<file path="config.mk">
export PLATFORM = sky130hd
export DESIGN_NAME = dispatch_sched
export DESIGN_NICKNAME = d
export VERILOG_FILES = /design/src/rtl/dispatch_sched_pkg.sv /design/src/rtl/dispatch_fifo.sv /design/src/rtl/dispatch_sched.sv
export SDC_FILE = /design/constraint.sdc
export NUM_CORES = 1
export LEC_CHECK = 0
export CORE_MARGIN = 5
export CORE_UTILIZATION = 41
export CTS_CLUSTER_DIAMETER = 60
export DETAILED_ROUTE_END_ITERATION = 7
export MAX_ROUTING_LAYER = met4
export PLACE_DENSITY_LB_ADDON = 0.12
export SYNTH_ARGS = -nofsm -noshare
export SYNTH_HDL_FRONTEND = slang
export SYNTH_SLANG_ARGS = --single-unit
</file>
<file path="constraint.sdc">
create_clock -name clk -period 7.41 [get_ports clk]
set_clock_uncertainty 0.15 [all_clocks]
set_input_delay 1.1115 -clock clk [delete_from_list [all_inputs] [get_ports clk]]
set_output_delay 1.1115 -clock clk [all_outputs]
set_load 0.05 [all_outputs]
</file>
<file path="src/rtl/dispatch_sched_pkg.sv">
// Shared types for the dispatch scheduler: bus widths, opcode encodings,
// the queued-instruction record and the opcode-class predicates used to
// pick the back-end target and the operand fields that are meaningful.
package dispatch_sched_pkg;

   localparam int OP_W   = 6;
   localparam int ADDR_W = 32;
   localparam int IMM_W  = 32;
   localparam int NICK_W = 4;
   localparam int DATA_W = 32;
   localparam int NAME_W = 5;

   // RV32I opcodes, densely encoded from 1; 0 is an unused/bubble code.
   localparam logic [OP_W-1:0] OP_NOP   = 6'd0;
   localparam logic [OP_W-1:0] OP_LUI   = 6'd1;
   localparam logic [OP_W-1:0] OP_AUIPC = 6'd2;
   localparam logic [OP_W-1:0] OP_JAL   = 6'd3;
   localparam logic [OP_W-1:0] OP_JALR  = 6'd4;
   localparam logic [OP_W-1:0] OP_BEQ   = 6'd5;
   localparam logic [OP_W-1:0] OP_BNE   = 6'd6;
   localparam logic [OP_W-1:0] OP_BLT   = 6'd7;
   localparam logic [OP_W-1:0] OP_BGE   = 6'd8;
   localparam logic [OP_W-1:0] OP_BLTU  = 6'd9;
   localparam logic [OP_W-1:0] OP_BGEU  = 6'd10;
   localparam logic [OP_W-1:0] OP_LB    = 6'd11;
   localparam logic [OP_W-1:0] OP_LH    = 6'd12;
   localparam logic [OP_W-1:0] OP_LW    = 6'd13;
   localparam logic [OP_W-1:0] OP_LBU   = 6'd14;
   localparam logic [OP_W-1:0] OP_LHU   = 6'd15;
   localparam logic [OP_W-1:0] OP_SB    = 6'd16;
   localparam logic [OP_W-1:0] OP_SH    = 6'd17;
   localparam logic [OP_W-1:0] OP_SW    = 6'd18;
   localparam logic [OP_W-1:0] OP_ADDI  = 6'd19;
   localparam logic [OP_W-1:0] OP_SLTI  = 6'd20;
   localparam logic [OP_W-1:0] OP_SLTIU = 6'd21;
   localparam logic [OP_W-1:0] OP_XORI  = 6'd22;
   localparam logic [OP_W-1:0] OP_ORI   = 6'd23;
   localparam logic [OP_W-1:0] OP_ANDI  = 6'd24;
   localparam logic [OP_W-1:0] OP_SLLI  = 6'd25;
   localparam logic [OP_W-1:0] OP_SRLI  = 6'd26;
   localparam logic [OP_W-1:0] OP_SRAI  = 6'd27;
   localparam logic [OP_W-1:0] OP_ADD   = 6'd28;
   localparam logic [OP_W-1:0] OP_SUB   = 6'd29;
   localparam logic [OP_W-1:0] OP_SLL   = 6'd30;
   localparam logic [OP_W-1:0] OP_SLT   = 6'd31;
   localparam logic [OP_W-1:0] OP_SLTU  = 6'd32;
   localparam logic [OP_W-1:0] OP_XOR   = 6'd33;
   localparam logic [OP_W-1:0] OP_SRL   = 6'd34;
   localparam logic [OP_W-1:0] OP_SRA   = 6'd35;
   localparam logic [OP_W-1:0] OP_OR    = 6'd36;
   localparam logic [OP_W-1:0] OP_AND   = 6'd37;

   // One queued instruction, operands already masked.
   typedef struct packed {
      logic [OP_W-1:0]   op;
      logic [ADDR_W-1:0] pc;
      logic [IMM_W-1:0]  imm;
      logic              pd;
      logic [NAME_W-1:0] rd_regnm;
      logic [NICK_W-1:0] rs1_nick;
      logic [NICK_W-1:0] rs2_nick;
      logic [DATA_W-1:0] rs1_dt;
      logic [DATA_W-1:0] rs2_dt;
   } dp_entry_t;

   // Loads and stores are the only ops routed to the load/store buffer.
   function automatic logic is_mem(input logic [OP_W-1:0] op);
      return op inside {OP_LB, OP_LH, OP_LW, OP_LBU, OP_LHU,
                        OP_SB, OP_SH, OP_SW};
   endfunction

   // U-type and JAL have no register sources at all.
   function automatic logic no_rs1(input logic [OP_W-1:0] op);
      return op inside {OP_LUI, OP_AUIPC, OP_JAL};
   endfunction

   // I-type (incl. JALR) and loads read only rs1.
   function automatic logic no_rs2(input logic [OP_W-1:0] op);
      return no_rs1(op) ||
             (op inside {OP_JALR, OP_LB, OP_LH, OP_LW, OP_LBU, OP_LHU,
                         OP_ADDI, OP_SLTI, OP_SLTIU, OP_XORI, OP_ORI,
                         OP_ANDI, OP_SLLI, OP_SRLI, OP_SRAI});
   endfunction

endpackage

</file>
<file path="src/rtl/dispatch_fifo.sv">
// Purpose: in-order instruction queue (storage, head/tail, occupancy).
// Latency: a pushed entry is visible at o_dat one cycle after the push.
// Backpressure: o_full is derived from the count register; caller gates push/pop.
// Ports: clk/rst (sync, active-high); i_push/i_pop/i_clr strobes (already
//        qualified by the caller); i_dat entry to enqueue; o_dat head entry;
//        o_full (count == DEPTH), o_empty (count == 0).
module dispatch_fifo
   import dispatch_sched_pkg::*;
#(
   parameter int DEPTH = 4,
   parameter int PTR_W = 2
) (
   input  logic      clk,
   input  logic      rst,
   input  logic      i_push,
   input  logic      i_pop,
   input  logic      i_clr,
   input  dp_entry_t i_dat,
   output dp_entry_t o_dat,
   output logic      o_full,
   output logic      o_empty
);

   localparam int               CNT_W   = PTR_W + 1;
   localparam logic [CNT_W-1:0] C_DEPTH = CNT_W'(DEPTH);

   dp_entry_t        r_mem [DEPTH];
   logic [PTR_W-1:0] r_head;
   logic [PTR_W-1:0] r_tail;
   logic [CNT_W-1:0] r_count;

   // Pointers wrap naturally because DEPTH is a power of two.
   always_ff @(posedge clk) begin
      if (rst || i_clr) begin
         r_head  <= '0;
         r_tail  <= '0;
         r_count <= '0;
      end else begin
         if (i_push) r_tail <= r_tail + PTR_W'(1);
         if (i_pop)  r_head <= r_head + PTR_W'(1);
         r_count <= r_count + CNT_W'(i_push) - CNT_W'(i_pop);
      end
   end

   // Storage needs no reset; only slots below the count are ever read out.
   always_ff @(posedge clk) begin
      if (i_push && !i_clr) r_mem[r_tail] <= i_dat;
   end

   assign o_dat   = r_mem[r_head];
   assign o_full  = (r_count == C_DEPTH);
   assign o_empty = (r_count == '0);

endmodule

</file>
<file path="src/rtl/dispatch_sched.sv">
// Purpose: buffers renamed instructions and issues one per cycle to ROB + RS/LSB.
// Latency: push in N, issue decision in N+1, registered outputs valid in N+2.
// Backpressure: issue stalls on ROB full or selected-target full; oRF_full refuses pushes.
// Ports: clk/rst (sync, active-high); rdy freezes all state; iROB_clr flushes;
//        iRF_* push side from rename; iROB_nick/iROB_full/iRS_full/iLSB_full
//        back-end status; oRF_full to rename; oROB_en/oRS_en/oLSB_en and
//        oDP_* registered issue payload.
module dispatch_sched
   import dispatch_sched_pkg::*;
#(
   parameter int DEPTH = 4,
   parameter int PTR_W = 2
) (
   input  logic              clk,
   input  logic              rst,
   input  logic              rdy,
   input  logic              iROB_clr,
   input  logic              iRF_en,
   input  logic [OP_W-1:0]   iRF_op,
   input  logic [ADDR_W-1:0] iRF_pc,
   input  logic [IMM_W-1:0]  iRF_imm,
   input  logic              iRF_pd,
   input  logic [NAME_W-1:0] iRF_rd_regnm,
   input  logic [NICK_W-1:0] iRF_rs1_nick,
   input  logic [NICK_W-1:0] iRF_rs2_nick,
   input  logic [DATA_W-1:0] iRF_rs1_dt,
   input  logic [DATA_W-1:0] iRF_rs2_dt,
   input  logic [NICK_W-1:0] iROB_nick,
   input  logic              iROB_full,
   input  logic              iRS_full,
   input  logic              iLSB_full,
   output logic              oRF_full,
   output logic              oROB_en,
   output logic              oRS_en,
   output logic              oLSB_en,
   output logic [OP_W-1:0]   oDP_op,
   output logic [ADDR_W-1:0] oDP_pc,
   output logic [IMM_W-1:0]  oDP_imm,
   output logic              oDP_pd,
   output logic [NAME_W-1:0] oDP_rd_regnm,
   output logic [NICK_W-1:0] oDP_rd_nick,
   output logic [NICK_W-1:0] oDP_rs1_nick,
   output logic [NICK_W-1:0] oDP_rs2_nick,
   output logic [DATA_W-1:0] oDP_rs1_dt,
   output logic [DATA_W-1:0] oDP_rs2_dt
);

   dp_entry_t         w_in;
   dp_entry_t         w_head;
   logic              w_full;
   logic              w_empty;
   logic              w_push;
   logic              w_clr;
   logic              w_head_mem;
   logic              w_tgt_full;
   logic              w_issue;

   logic              r_rob_en;
   logic              r_rs_en;
   logic              r_lsb_en;
   dp_entry_t         r_dp;
   logic [NICK_W-1:0] r_rd_nick;

   // Flush wins over push and issue; rdy low freezes everything.
   assign w_clr  = iROB_clr && rdy;
   assign w_push = iRF_en && !w_full && !iROB_clr && rdy;

   // Unused source operands are zeroed on entry so consumers never see
   // stale tags that could spuriously wake on a CDB broadcast.
   always_comb begin
      w_in.op       = iRF_op;
      w_in.pc       = iRF_pc;
      w_in.imm      = iRF_imm;
      w_in.pd       = iRF_pd;
      w_in.rd_regnm = iRF_rd_regnm;
      w_in.rs1_nick = iRF_rs1_nick;
      w_in.rs2_nick = iRF_rs2_nick;
      w_in.rs1_dt   = iRF_rs1_dt;
      w_in.rs2_dt   = iRF_rs2_dt;
      if (no_rs1(iRF_op)) begin
         w_in.rs1_nick = '0;
         w_in.rs1_dt   = '0;
      end
      if (no_rs2(iRF_op)) begin
         w_in.rs2_nick = '0;
         w_in.rs2_dt   = '0;
      end
   end

   dispatch_fifo #(
      .DEPTH (DEPTH),
      .PTR_W (PTR_W)
   ) u_fifo (
      .clk     (clk),
      .rst     (rst),
      .i_push  (w_push),
      .i_pop   (w_issue),
      .i_clr   (w_clr),
      .i_dat   (w_in),
      .o_dat   (w_head),
      .o_full  (w_full),
      .o_empty (w_empty)
   );

   // Only the head is considered, so a blocked head stalls younger entries.
   assign w_head_mem = is_mem(w_head.op);
   assign w_tgt_full = w_head_mem ? iLSB_full : iRS_full;
   assign w_issue    = !w_empty && !iROB_full && !w_tgt_full && !iROB_clr && rdy;

   // Enables pulse for one cycle per issue; payload holds between issues.
   always_ff @(posedge clk) begin
      if (rst) begin
         r_rob_en  <= 1'b0;
         r_rs_en   <= 1'b0;
         r_lsb_en  <= 1'b0;
         r_dp      <= '0;
         r_rd_nick <= '0;
      end else begin
         r_rob_en <= w_issue;
         r_rs_en  <= w_issue && !w_head_mem;
         r_lsb_en <= w_issue && w_head_mem;
         if (w_issue) begin
            r_dp      <= w_head;
            r_rd_nick <= iROB_nick;
         end
      end
   end

   assign oRF_full     = w_full;
   assign oROB_en      = r_rob_en;
   assign oRS_en       = r_rs_en;
   assign oLSB_en      = r_lsb_en;
   assign oDP_op       = r_dp.op;
   assign oDP_pc       = r_dp.pc;
   assign oDP_imm      = r_dp.imm;
   assign oDP_pd       = r_dp.pd;
   assign oDP_rd_regnm = r_dp.rd_regnm;
   assign oDP_rd_nick  = r_rd_nick;
   assign oDP_rs1_nick = r_dp.rs1_nick;
   assign oDP_rs2_nick = r_dp.rs2_nick;
   assign oDP_rs1_dt   = r_dp.rs1_dt;
   assign oDP_rs2_dt   = r_dp.rs2_dt;

endmodule

</file>
Word-level counts from Yosys, hierarchy flattened
Memory sizes are Yosys's and may differ from the RTL's. A register that Yosys moved wholly into a read port is not among the register bits.
Cells that the tools add are included.
- $add $sub $neg: 4
- multipliers: 0
- divide/modulo/power cells: 0
- $lt $le $gt $ge: 0
- eq/ne operators: 27
- shifts and indexed selects: 0
- multiplexer cells: 9
- bitwise gates (word level): 0
- reduce and logical (&&, ||, !) cells: 24
- operator list (cell ; number):
    $eq 6x5->1 const B ; 12
    $mux 32 ; 2
    $eq 6x4->1 const B ; 10
    $reduce_bool 15->1 ; 1
    $eq 6x2->1 const B ; 2
    $logic_and 1x1->1 ; 11
    $mux 4 ; 2
    $reduce_bool 8->1 ; 1
    $logic_not 1->1 ; 7
    $eq 6x1->1 const B ; 1
    $eq 6x3->1 const B ; 1
    $add 2x1->2 const B ; 2
    $mux 2 ; 2
    $add 3x1->3 ; 1
    $eq 3x3->1 const B ; 1
    $logic_not 3->1 ; 1
    $mux 1 ; 3
    $reduce_bool 3->1 ; 1
    $sub 3x1->3 ; 1
    $logic_or 1x1->1 ; 2
- bits in registers: 162
- bits in latches: 0
- RAM bits: 592
- bits in read-only memories: 0
- input bits: 160
- output and inout port bits: 156
- logic and storage cells: 81
- memories kept: 1
- memory list (name ; words ; bits a word ; rd ports ; clocked after Yosys merged registers in ; write ports ; RTL line ; source):
    u_fifo.r_mem ; 4 ; 148 ; 1 ; 1 ; 1 ; dispatch_fifo.sv:27 ; dp_entry_t r_mem [DEPTH];

Depth between registers and ports, before layout
Gate-level depths: netlist of the first run.
- depth in word-level cells: 9
- mapped depth: 16
- depth with buffers taken out: 12

By module
From an unflattened synthesis of the first run, not the netlist that was laid out.
- cells, all modules: 2324
- area total of the unflattened synthesis: 32745.2 um2
- modules (own cells, without submodules) (module ; instances ; cells an instance ; area an instance (um2) ; sequential area each (um2)):
    dispatch_fifo ; 1 ; 820 ; 21932.3 ; 17957.2
    dispatch_sched ; 1 ; 1504 ; 10812.9 ; 3103.0

Worst setup path before layout of the first run
No wires, ideal clock.
- path kind: input-to-reg
- from: input iROB_clr
- to: memory u_fifo.r_mem[0][0] (netlist bit), enable pin
- setup time: 0.525 ns
- arrival time: 5.038 ns
- slack: 1.697 ns
- cell stages on the path: 3
- cell sequence: nor4bb_1 > clkbuf_1 > and2_1
- cells in the longest elaborated chain, start to end: 6
- elaborated cells on any way between the ends: 8
- those cells by class: mux (2); reduce/logical (6)
- ends and longest elaborated chain (item ; RTL line ; source):
    start, declared ; dispatch_sched.sv:17 ; input logic iROB_clr,
    $logic_not 1->1 ; dispatch_sched.sv:66 ; assign w_push = iRF_en && !w_full && !iROB_clr && rdy;
    $logic_and 1x1->1 (2 in a row) ; dispatch_sched.sv:66 ;
    $logic_and 1x1->1 * ; dispatch_fifo.sv:47 ; if (i_push && !i_clr) r_mem[r_tail] <= i_dat;
    $mux 1 * ; dispatch_fifo.sv:47 ;
    $mux 1 (not written as such) * ; dispatch_fifo.sv:47 ;
    end, declared ; dispatch_fifo.sv:27 ;
Every way passes the cells marked *; elsewhere a longest branch is shown, timed or not.

Final worst setup path of the first run
- from: input rdy
- to: register u_fifo.r_count[2]
- elaborated cells on any way between the ends: 6
- those cells by class: add/sub (2); reduce/logical (4)
- RTL lines (item ; RTL line ; source):
    start, declared ; dispatch_sched.sv:16 ; input logic rdy,
    $logic_and 1x1->1 ; dispatch_sched.sv:108 ; assign w_issue = !w_empty && !iROB_full && !w_tgt_full && !iROB_clr && rdy;
    named net u_fifo.i_pop ; dispatch_fifo.sv:16 ; input logic i_pop,
    $sub 3x1->3 ; dispatch_fifo.sv:41 ; r_count <= r_count + CNT_W'(i_push) - CNT_W'(i_pop);
    end signal, assigned ; dispatch_fifo.sv:41 ;
    end, declared ; dispatch_fifo.sv:30 ; logic [CNT_W-1:0] r_count;
The timed path passes the listed nets, and every way through them passes these cells.
A chain may end at the register's enable or synchronous reset.

==> reports/results.txt, run 1 <==
The run finished with clean final reports. For this design the ratio of total power to cell area is 254.0 nW/um^2. Endpoint of the worst-slack reg-to-reg timing path: u_fifo.r_count[2].

Once detail routing completed, the nets flagged for antenna violations numbered 0. In this run, the number of DRC markers left after iteration 0 of detailed routing was 1139. The flip-flop and latch count after synthesis is 756, and the number of hold buffers added after CTS is 0. Dominant register cell in the synthesized netlist: sky130_fd_sc_hd__edfxtp_1.

The setup TNS is 0 ns, and the fraction of registers with async set or reset after synthesis is 0%. The CTS buffer count is 81. End point of the critical path: u_fifo.r_count[2]. The area added between synthesis and finish came out at 23.52%.

The number of global-route vias before repair is 16470, and the routability congestion estimate is 0.7073. After legalization and detailed placement, the total HPWL measured 38020 um. For flop-to-flop paths, the worst setup slack is 2.80 ns.

Entering global routing, the biggest net connects 155 pins. The final wirelength was 70880 um. For this run, the register share of the synthesized area comes to 74.69%. TritonCTS built the clock tree. Path class of the lowest-slack min-delay path: reg -> reg. The worst-case IR drop observed on VDD is 0.0001242 V. The tools report the initial cell density of the core as 41.26%.

Yosys mapped a number of flops with a built-in enable equal to 592. The wire length of the first global-routing pass came out at 105700 um. The run gives 0 as the number of violations of the max-capacitance limit. Detailed routing inserted a total of 15750 vias. The number of remaining DRC errors came out at 0.

The warning count from the yosys run is 0, and the number of buffers inserted by port buffering is 315. At the later pin of the worst-skew pair, clock insertion delay measures 0.60 ns. For the summed instance area of the synthesized netlist, the log shows 28200 sq um. The tools report the element type at the critical path start as an input port. The filler cells instantiated in the layout total 5640. The cell sitting at the root of the clock tree is a sky130_fd_sc_hd__clkbuf_16.

The pin slew with the least headroom to its limit works out to 1.285 ns. The ratio of final minimum period to clock period works out to 65.74%. The floorplan step defined a core boundary enclosing 68350 sq um. The floorplan row count was 96; the smallest setup slack after layout was 2.539 ns. Final critical delay including setup and external delays: 4.871 ns. The largest fanout on the critical path is 41. The post-CTS setup-driven buffer insertion count was 0; the routed wirelength normalized by instance count was 24.60 um. The number of distinct library cells after synthesis was 41. For the worst setup path, the data required time is 7.73 ns.

The leakage power of the design is 10.69 nW, and the highest attainable clock frequency is 0.2053 GHz. Cells with a size suffix above 1 make up 14.96% of the layout. By startpoint and endpoint, the worst setup path is classified as in -> reg. Maximum count of clock buffers along a single path: 3.

The total congestion overflow is 0. In the final design database the tool counted 2094 nets. The number of max-slew violations in the final report was 0; the cell depth of the worst flop-to-flop path was 11. In this run the worst setup path begins at rdy. Dividing the detail-routed via count by the number of cells gives 5.468.

The number of antenna violations at the first check in global routing is 7, and the final number of hold-violating endpoints is 0. The clock drives 756 sinks. Once the clock tree was built, the resizer swapped 0 gates to a different size. The global-route usage over all layers was 19.40%.

Setup repair after global routing left no endpoint under its margin. The cell type with the largest total area after synthesis was sky130_fd_sc_hd__edfxtp_1. The top-area cell type share of the netlist area came out at 63.04%. The tools report the kind of capture point of the worst setup path as a flop. The run gives 0.3135 ns as the final worst hold slack.

The die is 272.3 um tall. The floorplan step defined a die boundary enclosing 74120 sq um. Worst path arrival time: 5.19 ns. The clock tree synthesis step divided the H-tree into 3 levels.

Dividing the synthesized area by the synthesized cell count gives 17.30 sq um. By area the synthesized netlist is led by sky130_fd_sc_hd__edfxtp_1, sky130_fd_sc_hd__mux4_2, sky130_fd_sc_hd__dfxtp_1. For the number of cells produced by synthesis, the log shows 1630.

When the netlist entered floorplanning its net count stood at 1797. The width of the die was 272.3 um; the minimum setup slack after placement was 1.940 ns. During I/O placement, the number of pins put on the boundary was 316. The pre-antenna-repair detailed-routing pass consisted of 5 iterations. The completed layout was analyzed and its total power is 8.846 mW.

Setup violations remaining at the end of the flow were counted as 0. Relative slew slack: 14.15%. After clock tree synthesis, the clock-pin slew on the worst setup and hold paths is 0.06 ns.
worst min-delay path by stage:
stage,to,depth (start not counted),startpoint
finish,oDP_imm[1],2,oDP_imm[1]
global route,oDP_pc[10],2,oDP_pc[10]
CTS,oDP_rs1_dt[21],2,oDP_rs1_dt[21]
detailed placement,oDP_rs2_nick[2],2,oDP_rs2_nick[2]
global placement,oDP_rs2_nick[3],2,oDP_rs2_nick[3]
floorplan,flop,2,u_fifo.r_head[1]
logic make-up after synthesis:
logic type                 count (synthesis)  synth area share [%]
DFF                                      756                 74.69
AOI/OAI and AO/OA                        320                 5.875
and+or+nand+nor                          259                 5.054
muxes                                    151                 11.93
buffers and inverters                    133                 1.997
adders and majority gates                  7                0.3372
xor gates and xnor gates                   4                0.1243
critical path, stage by stage:
cell                              delay (ns)
sky130_fd_sc_hd__clkdlybuf4s50_1        0.51
sky130_fd_sc_hd__nor3b_1                1.03
sky130_fd_sc_hd__nand3b_1               0.41
sky130_fd_sc_hd__o32a_2                 0.79
sky130_fd_sc_hd__nand2_1                0.17
sky130_fd_sc_hd__ha_1                   0.14
sky130_fd_sc_hd__inv_1                  0.04
sky130_fd_sc_hd__ha_1                   0.19
sky130_fd_sc_hd__fa_1                   0.41
sky130_fd_sc_hd__xnor2_1                0.18
sky130_fd_sc_hd__xnor2_1                0.14
sky130_fd_sc_hd__nor2_1                 0.06
power by group:
part	internal, mW	switching [mW]
Sequential	4.63	0.0141
Clock	2.30	1.57
Combinational	0.151	0.183
Total	7.08	1.77
final cells by class:
cell class / instances / area (sq um) / area share (%)
multi-input combinational: 741 / 6634 / 19.05
inverter: 9 / 33.78 / 0.09699
clock buffer: 125 / 2367 / 6.797
tap: 882 / 1104 / 3.168
clock inverter: 23 / 191.4 / 0.5496
antenna: 7 / 17.52 / 0.05029
timing repair buffer: 338 / 3415 / 9.803
sequential: 756 / 21070 / 60.49
cell usage in the layout (no fill, tap or decap), types with 4 or more instances in the layout:
master                            instances
sky130_fd_sc_hd__buf_4                   16
sky130_fd_sc_hd__and2_1                  74
sky130_fd_sc_hd__dfxtp_1                162
sky130_fd_sc_hd__ha_1                     6
sky130_fd_sc_hd__inv_1                    9
sky130_fd_sc_hd__diode_2                  7
sky130_fd_sc_hd__clkdlybuf4s50_1        314
sky130_fd_sc_hd__nand2_1                  5
sky130_fd_sc_hd__o21ai_1                 38
sky130_fd_sc_hd__a21oi_1                157
sky130_fd_sc_hd__nand3_1                153
sky130_fd_sc_hd__clkbuf_16               85
sky130_fd_sc_hd__buf_12                   7
sky130_fd_sc_hd__o21ai_0                114
sky130_fd_sc_hd__edfxtp_1               592
sky130_fd_sc_hd__clkinv_1                 7
sky130_fd_sc_hd__nor2_1                   6
sky130_fd_sc_hd__clkbuf_1                31
sky130_fd_sc_hd__and2_4                   4
sky130_fd_sc_hd__mux4_2                 148
sky130_fd_sc_hd__clkbuf_8                 9
sky130_fd_sc_hd__clkinv_2                10
synth_stat cells, drive strengths merged (2+ instances only):
master and count:
edfxtp 592, dfxtp 164, a21oi 159, nand3 153, o21ai 152, mux4 148, clkbuf 93, and2 78
buf 31, inv 9, ha 6, nor2 6, nand2 5, mux2i 3, nand4b 3, nor3 3
nor3b 3, xnor2 3, a21o 2, nor2b 2, or4 2
registers in the layout (all words and copies together), names as in the netlist, named ones only:
register        flops
oDP_imm            32
oDP_op              6
oDP_pc             32
oDP_pd              1
oDP_rd_nick         4
oDP_rd_regnm        5
oDP_rs1_dt         32
oDP_rs1_nick        4
oDP_rs2_dt         32
oDP_rs2_nick        4
oLSB_en             1
oROB_en             1
oRS_en              1
u_fifo.r_count      3
u_fifo.r_head       2
u_fifo.r_mem      592
u_fifo.r_tail       2
metal layers:
layer | share of wire, % | routed length [um] | vias to the layer above | track usage [%]
met5 | 0 | 0 | - | -
met4 | 2.0 | 1451 | 0 | 5.337
met3 | 4.9 | 3454 | 99 | 3.171
met2 | 50 | 35200 | 428 | 31.47
met1 | 43 | 30780 | 8202 | 25.75
li1 | - | - | 7025 | -
through the flow:
stage | area [sq um] | utilization [%] | std cells
after global placement | 32250 | 47.19 | 2726
after floorplan | 28200 | - | 1630
after global routing | 34830 | 50.96 | 2881
final | 34830 | 50.96 | 2881
after CTS | 34810 | 50.94 | 2874
after detailed placement | 32250 | 47.19 | 2726
(Power assumes the default switching activity.)
==> run 2, diff against run 1 <==
Clock period 7.41 ns to 4.3 ns, I/O delays scaled along.
==> run 2 against run 1 <==
Effect of this change:
- die area unchanged
- global-route usage down 0.086 points
- core utilization up 0.12 points
- register-to-register slack worse by 2.0 ns
- hold slack worse by 0.00080 ns
- clock-buffer cell count fell by 12
- cell count is essentially flat
- non-clock buffer count up 12
- clock power up 68%
- sequential share of layout area fell by 0.14 points
- critical path type unchanged
- largest power group unchanged
- highest routed layer unchanged
==> reports/results.txt, run 2 (synthesis gave the netlist of run 1 again) <==
The number of buffers inserted by port buffering was 315 (unchanged). Classification of the worst setup path: in -> reg. The flip-flop count of the largest register, all copies and words added is 592 (unchanged), and the total power of the final layout is 15.06 mW (+70%). Relative slew slack: 34.18% (+20 points). The number of nets with antenna violations after detailed routing is 0 (unchanged), and the total instance count after detailed placement is 2738 (+0.44%). The logs give 0 (unchanged) for the total congestion overflow and 0 (unchanged) for the number of remaining DRC errors.

The run gives 2103 (+0.43%) as the net count reported at finish. The final worst hold slack is 0.3127 ns (-0.0007980 ns). The library cells used most frequently in the layout, excluding fill and tap cells, are sky130_fd_sc_hd__edfxtp_1, sky130_fd_sc_hd__clkdlybuf4s50_1, sky130_fd_sc_hd__dfxtp_1, sky130_fd_sc_hd__a21oi_1, sky130_fd_sc_hd__nand3_1.

The final critical delay including setup and external delays was 3.566 ns; the net switching power of the design was 3.029 mW (+71%). Pin count of the biggest net entering global routing: 155 (unchanged). The logs give 74120 sq um (unchanged) for the area enclosed by the die boundary and 96 (unchanged) for the floorplan row count. Estimated wirelength of the detail-placed design: 38360 um (+0.89%).

The part of the total power dissipated in combinational logic was 3.8% (about the same). The area growth from synthesis to layout is 23.80%. The required time of the critical path was 4.63 ns (-3.10 ns); the worst path arrival time was 3.89 ns (-1.30 ns). For the number of violations of the max-capacitance limit, the log shows 0 (unchanged). The pin slew with the least headroom to its limit is 0.9874 ns (-0.2975 ns). The run gives 0 (unchanged) as the post-cts sizing count. In this run the worst hold path is classified as reg -> reg.

The logs give 0 (unchanged) for the final number of setup-violating endpoints and 41.26% (unchanged) for the initial cell density of the core. The latest clock arrival within the worst-skew pair is 0.60 ns (about the same), and the H-tree level count is 3 (unchanged). The run gives 0 ns (unchanged) as the setup TNS. STA classifies the critical path endpoint as a flop.

The final-layout fill cell count is 5653 (+0.23%), and the post-detailed-route via-to-cell ratio is 5.486 (+0.32%). The run gives 0.82 ns (-1.98 ns) as the setup slack of the worst register-to-register path. The tools report the clock sink count as 756 (unchanged).

Setup repair after global routing left no endpoint under its margin. The number of hold buffers added after CTS is 0 (unchanged). The fraction of power consumed by sequential logic was 53.1% (+0.6 points); the highest attainable clock frequency was 0.2805 GHz. The logs give 21070 sq um (unchanged) for the register area and 78 (-3.7%) for the CTS buffer count. The cell sitting at the root of the clock tree is a sky130_fd_sc_hd__clkbuf_16. The tools report the number of global-route vias before repair as 16460 (-0.10%). The chip height is 272.3 um (unchanged), and the internal power contribution is 12.03 mW (+70%). The run gives 43.1% (-0.7 points) as the clock power share. The number of vias in the routed layout is 15820 (+0.39%), and the routed wirelength normalized by instance count is 24.53 um (-0.29%). Routability congestion estimate: 0.7237 (+2.3%).

The number of max-slew violations in the final report was 0 (unchanged); the net switching fraction of the power was 20.12% (+0.11 points). The most common cell after layout, fill and taps aside is sky130_fd_sc_hd__edfxtp_1. Area occupied by multi-input gates: 6634 sq um (unchanged). Number of antenna violations at the first check in global routing: 6 (-1). Final wirelength: 70720 um (-0.22%). The post-CTS setup-driven buffer insertion count is 0 (unchanged).

The ratio of final minimum period to clock period is 82.92%. The first-pass iteration count of the detailed router was 5 (unchanged). Area inside the core boundary: 68350 sq um (unchanged). For the wire length of the first global-routing pass, the log shows 105300 um (-0.35%). The number of top-level pins was 316 (unchanged); the global-route usage over all layers was 19.31% (-0.086 points). The peak supply drop is 0.0002477 V (+100%), and the final number of hold-violating endpoints is 0 (unchanged). More flip-flops sit in one register than any other, and that register is u_fifo.r_mem. The largest fanout on the critical path works out to 6 (-85%). The fraction of final layout cells sized beyond drive strength 1 is 15.53% (+0.57 points), and the maximum count of clock buffers along a single path is 3 (unchanged). Width of the die: 272.3 um (unchanged).

The leakage power of the design was 10.75 nW (+0.50%). The clock input transition at the sequential cells of the worst setup and hold paths came out at 0.06 ns (about the same). The flow ran to the end, and the final reports show no timing, DRC or antenna violations.

The post-route non-filler standard cell count is 2883 (+0.069%), and the power density normalized to cell area is 431.4 nW/um^2 (+70%). The logs give 51.08% (+0.12 points) for the post-layout utilization of the core and 1100 (-3.4%) for the violation count after the first detailed-route iteration. TritonCTS built the clock tree.

The worst setup path is launched from an input port.
[run 2: path summary, 6_finish.rpt]
path                   from           endpoint  cells past startpoint
max                     rdy  u_fifo.r_count[2]                     14
min reg2reg  oDP_rd_nick[0]     oDP_rd_nick[0]                      2
max reg2reg            flop  u_fifo.r_count[2]                     12
min          oDP_rd_nick[0]     oDP_rd_nick[0]                      2
[run 2: power groups by stage]
stage	Clock (mW)	Sequential [mW]	Combinational (mW)
floorplan	0	8.19	0.223
global route	6.98	7.99	0.624
global placement	0	8.14	0.575
CTS	6.67	7.99	0.589
detailed placement	0	8.15	0.586
finish	6.49	7.99	0.580
[run 2: final cells by class]
type	instances	share of cell area [%]
Multi-Input combinational cell	741	19.00
Timing Repair Buffer	350	10.36
Sequential cell	756	60.35
Inverter	9	0.09677
Tap cell	882	3.161
Clock buffer	113	6.315
Clock inverter	27	0.6738
Antenna cell	5	0.03584
[run 2: critical path, cell delays in order]
cell,delay (ns)
sky130_fd_sc_hd__clkdlybuf4s50_1,0.51
sky130_fd_sc_hd__nor3b_1,0.55
sky130_fd_sc_hd__buf_4,0.25
sky130_fd_sc_hd__nor4b_2,0.31
sky130_fd_sc_hd__nand2_1,0.18
sky130_fd_sc_hd__o32a_2,0.25
sky130_fd_sc_hd__nand2_1,0.08
sky130_fd_sc_hd__ha_1,0.12
sky130_fd_sc_hd__inv_1,0.04
sky130_fd_sc_hd__ha_1,0.18
sky130_fd_sc_hd__fa_1,0.40
sky130_fd_sc_hd__xnor2_1,0.18
sky130_fd_sc_hd__xnor2_1,0.14
sky130_fd_sc_hd__nor2_1,0.05
[run 2: routing by layer]
layer,routed length (um),share of wire (%),vias up,track usage (%)
li1,-,-,7047,-
met1,30520,43,8246,25.77
met2,34780,49,434,30.95
met3,4224,6.0,88,3.761
met4,1196,1.7,0,4.857
met5,0,0,-,-
[run 2: per-stage QoR]
step	cell area [sq um]	setup slack, ns
after floorplan	28200	0.6684
after global placement	32460	0.1806
after detailed placement	32460	0.07270
after CTS	34900	0.7132
after global routing	34910	0.4093
final	34910	0.7345
==> run 3, diff against run 2 <==
Clock period 4.3 ns to 3.7 ns, I/O delays scaled along.
==> run 3 against run 2 <==
Effect of this change:
- register-to-register slack lost 0.58 ns
- critical path depth is the same
- highest routed layer unchanged
- sequential cell count is the same
- die area is the same
==> reports/results.txt, run 3 (synthesis gave the netlist of run 1 again) <==
The register area is 21070 sq um (unchanged). The relative slew slack is 42.22% (+8.0 points). The tools report the final number of setup-violating endpoints as 0 (unchanged).

The worst register-to-register path ends at u_fifo.r_count[2]. Routability congestion estimate: 0.7429 (+2.7%). The largest fanout on the critical path came out at 6 (unchanged). The clock input transition at the sequential cells of the worst setup and hold paths works out to 0.06 ns (about the same). The origin of the worst min-delay path is rst. The buffers plus inverters on the worst setup path is 3 (unchanged), and the area added between synthesis and finish is 25.45%.

The post-place instance area is 32830 sq um (+1.1%). The fraction of final layout cells sized beyond drive strength 1 came out at 16.54% (+1.0 points). The tightest min-delay check is of the in -> reg type.

The estimated wirelength of the detail-placed design is 41310 um (+7.7%), and the final critical delay including setup and external delays is 3.492 ns. The maximum count of clock buffers along a single path was 3 (unchanged). Root buffer cell: sky130_fd_sc_hd__clkbuf_16. The final number of hold-violating endpoints was 0 (unchanged); the width of the die was 272.3 um (unchanged). The flow ran to the end, and the final reports show no timing, DRC or antenna violations. The tools report the number of max-slew violations in the final report as 0 (unchanged). The wire length of the first global-routing pass is 106300 um (+0.95%), and the final worst hold slack is 0.3063 ns (-0.006419 ns).

The run gives 5 (unchanged) as the first-pass iteration count of the detailed router. The run gives 96 (unchanged) as the floorplan row count. The run gives 0.61 ns (about the same) as the latest clock arrival within the worst-skew pair.

The logs give 10.93 nW (+1.8%) for the leakage power of the design and 3 (unchanged) for the H-tree level count. STA classifies the critical path endpoint as a flop. For the number of nets with antenna violations after detailed routing, the log shows 0 (unchanged). For this design, the slowest cell found on the critical path is sky130_fd_sc_hd__nor3b_1. The post-CTS setup-driven buffer insertion count is 0 (unchanged), and the highest attainable clock frequency is 0.2864 GHz. The post-cts sizing count was 0 (unchanged); the post-detailed-route via-to-cell ratio was 5.423 (-1.1%). The number of vias in the routed layout came out at 15850 (+0.20%).

The clock sink count was 756 (unchanged). The final wirelength was 70660 um (about the same); the cell depth of the worst flop-to-flop path was 12 (unchanged). Pin slew with the least headroom to its limit: 0.8668 ns (-0.1206 ns). The final design area excluding fillers was 35370 sq um (+1.3%).

Setup repair after global routing left no endpoint under its margin. The delay of the slowest cell on the worst path was 0.61 ns (+0.06 ns). Dividing the final minimum period by the clock period gives 94.38%. The logs give 68350 sq um (unchanged) for the area inside the core boundary and 6634 sq um (unchanged) for the area occupied by multi-input gates. The critical path is of the in -> reg type. The violation count after the first detailed-route iteration was 1029 (-6.5%); the global-route usage over all layers was 19.45% (+0.14 points). For the final-layout fill cell count, the log shows 5550 (-1.8%).

Family with the most delay on the worst path: simple AND/OR/NAND/NOR gates. The number of violations of the max-capacitance limit came out at 0 (unchanged). The number of buffers inserted by port buffering came out at 315 (unchanged). The critical path goes through clkdlybuf4s50_1 -> nor3b_1 -> buf_4 -> nor4b_2 -> nand2_1 -> o32a_2 -> nand2_1 -> ha_1 -> inv_1 -> ha_1 -> fa_1 -> xnor2_1 -> xnor2_1 -> nor2_1. The routed wirelength normalized by instance count works out to 24.18 um (-1.4%). The element type at the critical path start is an input port.

The most common cell after layout, fill and taps aside was sky130_fd_sc_hd__edfxtp_1. The flip-flop count of the largest register, all copies and words added was 592 (unchanged). The power density normalized to cell area works out to 498.2 nW/um^2 (+15%). The total power of the final layout came out at 17.62 mW (+17%).

For hold timing, the worst endpoint is oDP_rs2_dt[24]. The register with the most flip-flops in the final layout is u_fifo.r_mem. The number of hold buffers added after CTS is 0 (unchanged). Leaving out fill and tap cells, the most frequent cells in the layout are sky130_fd_sc_hd__edfxtp_1, sky130_fd_sc_hd__clkdlybuf4s50_1, sky130_fd_sc_hd__dfxtp_1, sky130_fd_sc_hd__a21oi_1, sky130_fd_sc_hd__nand3_1. The setup slack of the worst register-to-register path was 0.24 ns (-0.58 ns). For the number of global-route vias before repair, the log shows 16560 (+0.64%).

The required time of the critical path is 4.02 ns (-0.61 ns), and the initial cell density of the core is 41.26% (unchanged). The worst hold path stage count is 2 (unchanged). TritonCTS built the clock tree. The tools report the number of antenna violations at the first check in global routing as 9 (+3). For the CTS buffer count, the log shows 81 (+3.8%). The pin count of the biggest net entering global routing is 117 (-25%), and the net count reported at finish is 2132 (+1.4%).

The tools report the number of remaining DRC errors as 0 (unchanged). Total congestion overflow: 0 (unchanged). Peak supply drop: 0.0002781 V (+12%). The number of top-level pins is 316 (unchanged).

The chip height works out to 272.3 um (unchanged). The worst path arrival time is 3.81 ns (-0.08 ns), and the area enclosed by the die boundary is 74120 sq um (unchanged).
==> run 3: cell count changes in the layout (fill, tap and decap cells not counted), sizes merged, moves of 3 or more <==
cell    previous run  this run
buf               36        62
bufinv             4         1
clkbuf           113       129
clkinv            21        12
diode              5         9
inv               11        14
==> run 3: how the worst max path moves through the flow <==
stage | end | cells after the start | from
floorplan | u_fifo.r_mem[0][0] | 4 | u_fifo.r_count[2]
global placement | u_fifo.r_count[2] | 14 | rdy
detailed placement | u_fifo.r_count[2] | 14 | rdy
CTS | u_fifo.r_count[2] | 12 | flop
global route | u_fifo.r_count[2] | 12 | flop
finish | u_fifo.r_count[2] | 14 | rdy
==> run 3: layer usage <==
metal	global-route usage [%]	part of all wire, %
met1	25.63	43
met2	31.58	50
met3	3.841	5.5
met4	4.777	1.7
met5	-	0
==> run 3: power breakdown <==
group	switching, mW	total [mW]	internal, mW	leakage (nW)
Sequential	0.0280	9.29	9.26	6.69
Combinational	0.369	0.691	0.321	3.02
Clock	3.16	7.64	4.48	1.23
==> run 3: area by class of cell <==
| cell class | count | area share, % |
|---|---|---|
| sequential | 756 | 59.56 |
| multi-input combinational | 741 | 18.75 |
| timing repair buffer | 376 | 11.27 |
| clock buffer | 129 | 6.728 |
| tap | 882 | 3.120 |
| clock inverter | 20 | 0.4103 |
| inverter | 9 | 0.09550 |
| antenna | 9 | 0.06367 |
==> run 3: per-stage QoR <==
stage | util, % | setup WS, ns | cells | TNS, ns
2_1_floorplan | - | 0.06836 | 1630 | 0
6_report | 51.76 | 0.2078 | 2922 | 0
4_1_cts | 51.72 | 0.2247 | 2913 | 0
3_5_place_dp | 48.03 | -0.2705 | 2764 | -0.4031
5_1_grt | 51.75 | 0.1332 | 2921 | 0
3_3_place_gp | 48.03 | -0.2090 | 2764 | -0.2818
